<file path="config.mk">
export PLATFORM = sky130hd
export DESIGN_NAME = preempt_irq_controller
export DESIGN_NICKNAME = d
export VERILOG_FILES = /design/src/rtl/preempt_irq_controller_pkg.sv /design/src/rtl/preempt_irq_controller_sat_counter.sv /design/src/rtl/preempt_irq_controller.sv
export SDC_FILE = /design/constraint.sdc
export NUM_CORES = 1
export LEC_CHECK = 0
export ABC_CLOCK_PERIOD_IN_PS = 1800
export CAP_MARGIN = 20
export CORE_MARGIN = 3
export CORE_UTILIZATION = 42
export DETAILED_ROUTE_END_ITERATION = 6
export GPL_ROUTABILITY_DRIVEN = 0
export PLACE_DENSITY = 0.79
export SLEW_MARGIN = 5
export SYNTH_ARGS = -nofsm -noshare
export SYNTH_HDL_FRONTEND = slang
export SYNTH_SLANG_ARGS = --single-unit
</file>
<file path="constraint.sdc">
create_clock -name clock -period 1.8 [get_ports clock]
set_clock_uncertainty 0.2 [all_clocks]
set_input_delay 0.36 -clock clock [delete_from_list [all_inputs] [get_ports clock]]
set_output_delay 0.36 -clock clock [all_outputs]
set_load 0.005 [all_outputs]
</file>
<file path="src/rtl/preempt_irq_controller_pkg.sv">
// Shared definitions for the preemption interrupt path: controller states and
// the fetch-side PC width and handler vector.
package preempt_irq_controller_pkg;

  localparam int DEFAULT_PC_W = 32;
  localparam logic [31:0] DEFAULT_HANDLER_ADDR = 32'h0000_0010;

  typedef enum logic [1:0] {
    IDLE    = 2'd0,
    PENDING = 2'd1,
    HANDLER = 2'd2
  } irq_state_t;

endpackage

</file>
<file path="src/rtl/preempt_irq_controller_sat_counter.sv">
// Saturating up-counter with synchronous clear; holds at all-ones, never wraps.
// One-cycle update latency, no backpressure.
module sat_counter #(
  parameter int W = 8
) (
  input  logic         clock,
  input  logic         reset,
  input  logic         clear,
  input  logic         inc,
  output logic [W-1:0] count
);

  always_ff @(posedge clock) begin
    if (reset || clear) begin
      count <= '0;
    end else if (inc && (count != '1)) begin
      count <= count + W'(1);
    end
  end

endmodule

</file>
<file path="src/rtl/preempt_irq_controller.sv">
// Latches quantum-timer sigint, dispatches to the handler at an enabled instruction
// boundary (take_irq one cycle after the boundary), and returns on rfi; all outputs registered.
module preempt_irq_controller
  import preempt_irq_controller_pkg::*;
#(
  parameter int              PC_W         = DEFAULT_PC_W,
  parameter logic [PC_W-1:0] HANDLER_ADDR = PC_W'(DEFAULT_HANDLER_ADDR),
  parameter int              MISS_W       = 8
) (
  input  logic              clock,
  input  logic              reset,
  input  logic              sigint,
  input  logic              irq_en_set,
  input  logic              irq_en_clr,
  input  logic              instr_boundary,
  input  logic [PC_W-1:0]   current_pc,
  input  logic              rfi,
  output logic              take_irq,
  output logic              rfi_redirect,
  output logic [PC_W-1:0]   redirect_pc,
  output logic [PC_W-1:0]   epc,
  output logic              timer_stop,
  output logic              timer_restart,
  output logic              irq_enabled,
  output logic              in_handler,
  output logic              irq_pending,
  output logic [MISS_W-1:0] missed_cnt
);

  irq_state_t state, state_nxt;
  logic       dispatch;
  logic       ret;
  logic       en_nxt;
  logic       en_rise_q;
  logic       miss_inc;

  always_comb begin
    state_nxt = state;
    dispatch  = 1'b0;
    ret       = 1'b0;
    case (state)
      IDLE: begin
        if (sigint) state_nxt = PENDING;
      end
      PENDING: begin
        if (irq_enabled && instr_boundary) begin
          dispatch  = 1'b1;
          state_nxt = HANDLER;
        end
      end
      HANDLER: begin
        if (rfi) begin
          ret       = 1'b1;
          state_nxt = IDLE;
        end
      end
      default: state_nxt = IDLE;
    endcase
  end

  // Clear beats set when both commit together.
  assign en_nxt   = irq_en_clr ? 1'b0 : (irq_en_set ? 1'b1 : irq_enabled);
  // Only an IDLE sigint can latch; any other sigint is dropped and counted.
  assign miss_inc = sigint && (state != IDLE);

  always_ff @(posedge clock) begin
    if (reset) begin
      state         <= IDLE;
      take_irq      <= 1'b0;
      rfi_redirect  <= 1'b0;
      redirect_pc   <= '0;
      epc           <= '0;
      timer_stop    <= 1'b0;
      timer_restart <= 1'b0;
      irq_enabled   <= 1'b0;
      in_handler    <= 1'b0;
      irq_pending   <= 1'b0;
      en_rise_q     <= 1'b0;
    end else begin
      state         <= state_nxt;
      take_irq      <= dispatch;
      timer_stop    <= dispatch;
      rfi_redirect  <= ret;
      timer_restart <= ret || en_rise_q;
      en_rise_q     <= !irq_enabled && en_nxt;
      irq_enabled   <= en_nxt;
      irq_pending   <= (state_nxt == PENDING);
      in_handler    <= (state_nxt == HANDLER);
      if (dispatch) begin
        epc         <= current_pc;
        redirect_pc <= HANDLER_ADDR;
      end else if (ret) begin
        redirect_pc <= epc;
      end
    end
  end

  sat_counter #(.W(MISS_W)) u_missed (
    .clock (clock),
    .reset (reset),
    .clear (1'b0),
    .inc   (miss_inc),
    .count (missed_cnt)
  );

endmodule
</file>
==> impl_metrics.tcl, run 1 <==
set metrics [dict create \
    relSlewSlack_pct 78.32 \
    peakVddDrop_mv 0.4888 \
    fin_nets 515 \
    first_global_vias 2784 \
    cts-buffers-inserted 9 \
    hold_path_startpoint "reset" \
    critPathMaxStageDelay_ps 510 \
    cp_top_family "buffers and inverters" \
    cpMaxStageDelayCell "clkdlybuf4s50_1" \
    die_width_um 88.53 \
    power.internal_mw 2.601 \
    preCtsSetupSlack_ps -117.8 \
    synth_edf_count 0 \
    required_ps 1240 \
    cap_violations 0 \
    cp-start-kind "flip-flop" \
    cts.clk_slew.worst_paths_ps 80 \
    synth_top_cell_area_share_pct 56.69 \
    swShare_pct 21.71 \
    grt_usage_pct 20.68 \
    crit_chain "clkdlybuf4s50_1" \
    fin_util_pct 69.37 \
    syn2layout_area_growth_pct 56.65 \
    clk_path_buf_depth 2 \
    grt_max_degree 33 \
    overflow 0 \
    worstSetupEndpointType "output port" \
    seq_area_um2 1678 \
    slew_viol_final 0 \
    worstMarginPinSlew_ps 321.9 \
    drive_above_1_share_pct 14.79 \
    numPortBuffers 117 \
    mappedNetlistNets 393 \
    post-synth-top-count-cell "nand2_1" \
    synth_cell_types 29 \
    drt_wl_total_um 7907 \
    worst-path-buf-inv 1 \
    syn_area_per_cell_um2 8.103 \
    rows 29 \
    yosys-top-cells-count "nand2_1 (130), dfxtp_1 (81), a21oi_1 (68)" \
    setup_viol 0 \
    fmaxAchievable_mhz 563.9 \
    vias 2827 \
    drt-wirelength-per-cell_um 14.20 \
    coreArea_um2 6459 \
    r2r_slack_ps 130 \
    setup_tns_ps 0 \
    status "completed" \
    worstRegToRegCells 5 \
    critPathMaxFanout 4 \
    pwr-share-clk_pct 39.1 \
    drtPass1Iterations 4 \
    num-fill-cells 526 \
    yosysWarnings 0 \
    cts_htree_levels 3 \
    ys_seq_elements 81 \
    dr.first_iter.drc_count 89 \
    start_util_pct 44.29 \
    combPwrFrac_pct 6.1 \
    multi_input_area_um2 1125 \
    synth_flop_cell "dfxtp_1" \
    final_hold_viol_count 0 \
    netSwitchingPower_mw 0.7213 \
    async_flop_share_pct 0 \
    timing.final.crit_share_pct 98.53 \
    critPathKind "flip-flop to output port" \
    leakage_nw 1.841 \
    routed_via_density 5.075 \
    grt_pass1_wl_um 12590 \
    synth_top_cell_by_area "dfxtp_1" \
    clkSinkCount 81 \
    regToRegStartpoint "u_missed.count[5]" \
    drc 0 \
    hold_path_end "irq_enabled" \
    setup_ws_ps 26.50 \
    antenna_left 0 \
    synth_area_leaders "dfxtp_1 (57%), nand2_1 (17%), a21oi_1 (12%)" \
    total_power_mw 3.323 \
    min_period_ps 1773 \
    antenna_found_initial 0 \
    syn_area_um2 2860 \
    cts_tree "yes" \
    fp.dieH_um 88.53 \
    clock-root-buffer "clkbuf_8" \
    powerDensity_nw_per_um2 741.5 \
    ioPinCount 118 \
    p_seq_share_pct 54.7 \
    reg2reg_to "u_missed.count[3]" \
    seq_area_frac_synth_pct 56.69 \
    min_path_type "input pin to flip-flop" \
    worst_skew_pair.late_latency_ps 340 \
    cp.arrival_ps 1210 \
    hpwl_um 5490 \
    diodes 0 \
    whs_path_depth 2 \
    dieArea_um2 7837 \
    syn_inst 353 \
]
-- cell families after synthesis --
kind of cell    Yosys count  share of synthesized area (%)
simple gates            165                          23.93
flops                    81                          56.69
compound gates           78                          14.30
buf+inv                  26                          3.981
xor+xnor                  1                         0.3063
mux                       1                         0.3500
fa+ha+maj                 1                         0.4374
-- how the worst max path moves through the flow --
stage / cells after the start / slack (ps) / to / startpoint
3_5_place_dp: 5 / -120 / u_missed.count[3] / sigint
6_report: 1 / 30 / missed_cnt[0] / u_missed.count[0]
2_1_floorplan: 4 / 300 / u_missed.count[3] / state[1]
4_1_cts: 1 / 0.4 / missed_cnt[3] / u_missed.count[3]
3_3_place_gp: 5 / -90 / u_missed.count[3] / sigint
5_1_grt: 1 / -0.1 / missed_cnt[0] / u_missed.count[0]
-- sequential cells by signal, summed over array words and instances (netlist names), 2 cells and up --
| name | count |
|---|---|
| epc | 32 |
| redirect_pc | 32 |
| u_missed.count | 8 |
| state | 2 |
-- power by group through the flow --
stage / Clock (mW) / Sequential, mW / Combinational [mW]
6_report: 1.30 / 1.82 / 0.204
5_1_grt: 1.42 / 1.82 / 0.220
4_1_cts: 1.33 / 1.82 / 0.206
3_5_place_dp: 0 / 1.87 / 0.205
3_3_place_gp: 0 / 1.87 / 0.201
2_1_floorplan: 0 / 1.86 / 0.0618
-- through the flow --
| step | instance area [µm²] | instances | hold WS (ps) |
|---|---|---|---|
| final | 4481 | 557 | 69.01 |
| after global routing | 4481 | 557 | 64.57 |
| after CTS | 4392 | 555 | 55.69 |
| after detailed placement | 4167 | 538 | 229.5 |
| after global placement | 4167 | 538 | 230.4 |
| after floorplan | 2860 | 353 | 216.1 |
-- routing by layer --
| metal | up-vias | share of wire, % | global-route usage (%) |
|---|---|---|---|
| met2 | 104 | 50 | 35.42 |
| met4 | 0 | 1.3 | 7.967 |
| met1 | 1304 | 41 | 24.71 |
| met3 | 12 | 7.6 | 5.587 |
| met5 | - | 0 | 0 |
| li1 | 1407 | - | - |
-- final cells by class --
| type | count | area share [%] |
|---|---|---|
| Clock buffer | 11 | 3.156 |
| Clock inverter | 5 | 1.229 |
| Inverter | 2 | 0.1676 |
| Multi-Input combinational cell | 246 | 25.10 |
| Sequential cell | 81 | 37.45 |
| Tap cell | 77 | 2.150 |
| Timing Repair Buffer | 135 | 30.75 |
-- timing repair --
item	in CTS	in global routing
gates cloned	0	0
hold buffers	0	0
resized for setup	19	41
setup buffers	1	2
setup endpoints to repair	14	40
-- cell usage in the layout, fill, tap and decap left out, types with 2 or more instances in the layout --
cell,count
nand2_1,130
clkdlybuf4s50_1,96
a21oi_1,68
dfxtp_1,46
dfxtp_2,30
dlymetal6s2s_1,17
buf_4,15
nor2_1,11
clkbuf_8,10
nor3_1,8
dfxtp_4,5
nand3_1,4
a31oi_1,4
and4_1,3
dlygate4sd2_1,3
buf_12,3
o21ai_0,2
inv_1,2
clkinvlp_4,2
clkinv_2,2
No activity file was read; power rests on OpenSTA's default activity.
==> inputs of run 2 (changes only) <==
--- a/config.mk
+++ b/config.mk
@@ -7,6 +7,7 @@
 export LEC_CHECK = 0
 export ABC_CLOCK_PERIOD_IN_PS = 1800
 export CAP_MARGIN = 20
+export CORE_ASPECT_RATIO = 2
 export CORE_MARGIN = 3
 export CORE_UTILIZATION = 42
 export DETAILED_ROUTE_END_ITERATION = 6
==> run 2 against run 1 <==
Net effect:
- cell count up 1.3%
- highest routed layer unchanged
- critical path type unchanged
- register-to-register slack gained 40 ps
- die area grew 0.76%
- sequential power about the same
- first-iteration DRC count up 73%
- sequential share of layout area down 0.97 points
- cell area is 1.1% higher
- via count is 1.4% lower
- combinational power hardly changed
- clock-buffer cell count increased by 2
==> impl_metrics.tcl, run 2 (synthesized netlist as in run 1, its figures left out) <==
set metrics [dict create \
    final_common_cell "nand2_1" \
    worst-path-buf-inv 1 \
    routed_via_density 4.941 \
    regToRegStartpoint "u_missed.count[3]" \
    rows 42 \
    hold_path_startpoint "reset" \
    clk_path_buf_depth 2 \
    min_period_ps 1776 \
    drc 0 \
    timing.final.crit_share_pct 98.65 \
    final_hold_viol_count 0 \
    clock-root-buffer "clkbuf_16" \
    place_area_um2 4165 \
    worstSetupEndpointType "output port" \
    cap_violations 0 \
    relSlewSlack_pct 83.29 \
    crit_path_start "epc[6]" \
    fin_nets 511 \
    antenna_found_initial 0 \
    cp.arrival_ps 1220 \
    grt_pass1_wl_um 12630 \
    dr.first_iter.drc_count 154 \
    critPathKind "flip-flop to output port" \
    first_global_vias 2647 \
    num-fill-cells 567 \
    critPathMaxStageDelay_ps 540 \
    reg_top3 "epc: 32 flops, redirect_pc: 32 flops, u_missed.count: 8 flops" \
    fmaxAchievable_mhz 563.2 \
    coreArea_um2 6621 \
    grt_max_degree 34 \
    grt_usage_pct 20.80 \
    drt_wl_total_um 8028 \
    critPathMaxFanout 3 \
    worstMarginPinSlew_ps 250.4 \
    most-common-layout-cells "nand2_1 (130), clkdlybuf4s50_1 (99), a21oi_1 (68), dfxtp_1 (65), dlymetal6s2s_1 (15)" \
    min_path_type "input pin to flip-flop" \
    setup_viol 0 \
    peakVddDrop_mv 0.7002 \
    status "completed" \
    fp.dieH_um 122.7 \
    leakage_nw 1.817 \
    die_width_um 64.35 \
    cts-buffers-inserted 9 \
    vias 2787 \
    overflow 0 \
    crit_chain "clkdlybuf4s50_1" \
    drt-wirelength-per-cell_um 14.23 \
    drtPass1Iterations 4 \
    rsz0062_at_grt "false" \
    hpwl_um 5683 \
    cts_htree_levels 3 \
    ioPinCount 118 \
    slew_viol_final 0 \
    cp-start-kind "flip-flop" \
    setup_tns_ps 0 \
    start_util_pct 43.20 \
    clkSinkCount 81 \
    cts.clk_slew.worst_paths_ps 50 \
    antenna_left 0 \
    syn2layout_area_growth_pct 58.31 \
    powerDensity_nw_per_um2 837.9 \
    diodes 0 \
    cpMaxStageDelayCell "clkdlybuf4s50_1" \
    dieArea_um2 7896 \
    numPortBuffers 117 \
    required_ps 1240 \
    drive_above_1_share_pct 9.664 \
    cts_tree "yes" \
    final_cell_area_um2 4528 \
    ctsHoldBuffers 0 \
    cp_top_family "buffers and inverters" \
    worst_skew_pair.late_latency_ps 330 \
]
## run 2: changes by cell type in the layout (fill, tap and decap cells not counted)
cell,change
clkbuf_1,+2
clkbuf_8,-9
dlymetal6s2s_1,-2
clkbuf_16,+9
clkinvlp_4,-2
dfxtp_1,+19
clkdlybuf4s50_1,+3
buf_4,-4
dfxtp_4,-1
dfxtp_2,-18
dlygate4sd2_1,-1
## run 2: layout make-up
class | count | area, µm² | share of cell area (%)
Clock buffer | 13 | 250.2 | 5.526
Timing Repair Buffer | 131 | 1344 | 29.68
Sequential cell | 81 | 1652 | 36.47
Tap cell | 88 | 110.1 | 2.432
Clock inverter | 3 | 40.04 | 0.8842
Multi-Input combinational cell | 246 | 1125 | 24.84
Inverter | 2 | 7.507 | 0.1658
## run 2: report_power, final
group | internal, mW | switching, mW
logic | 0.123 | 0.0789
clock network | 1.11 | 0.663
registers | 1.81 | 0.0152
## run 2: through the flow
step           instances  power (mW)  setup WS (ps)  hold WS, ps  utilization, %
6_report             564       3.794          24.28        102.6           68.39
5_1_grt              564       3.927          1.951        120.8           68.39
4_1_cts              563       3.836          1.646        89.09           67.54
3_5_place_dp         547       2.071         -116.3        239.5           62.91
3_3_place_gp         547       2.067         -100.3        223.8           62.91
2_1_floorplan        353       1.927          298.8        216.1               -
## run 2: metal layers
metal  GRT usage (%)  part of all wire, %  up-vias
met1           22.22                   37     1290
met4           11.92                  3.4        0
met3           3.480                  4.2       17
met2           37.76                   56       82
met5               0                    0        -
li1                -                    -     1398
## run 2: worst paths after layout
| check | end | slack (ps) | cells after the start |
|---|---|---|---|
| max | epc[6] | 20 | 1 |
| min | state[1] | 100 | 2 |
| max reg2reg | u_missed.count[3] | 170 | 5 |
| min reg2reg | timer_restart | 250 | 2 |
## run 2: what timing repair did
action / in CTS / in global routing
setup buffers: 0 / 1
gates resized for setup: 14 / 23
cloned: 0 / 0
endpoints found under the setup margin: 11 / 24
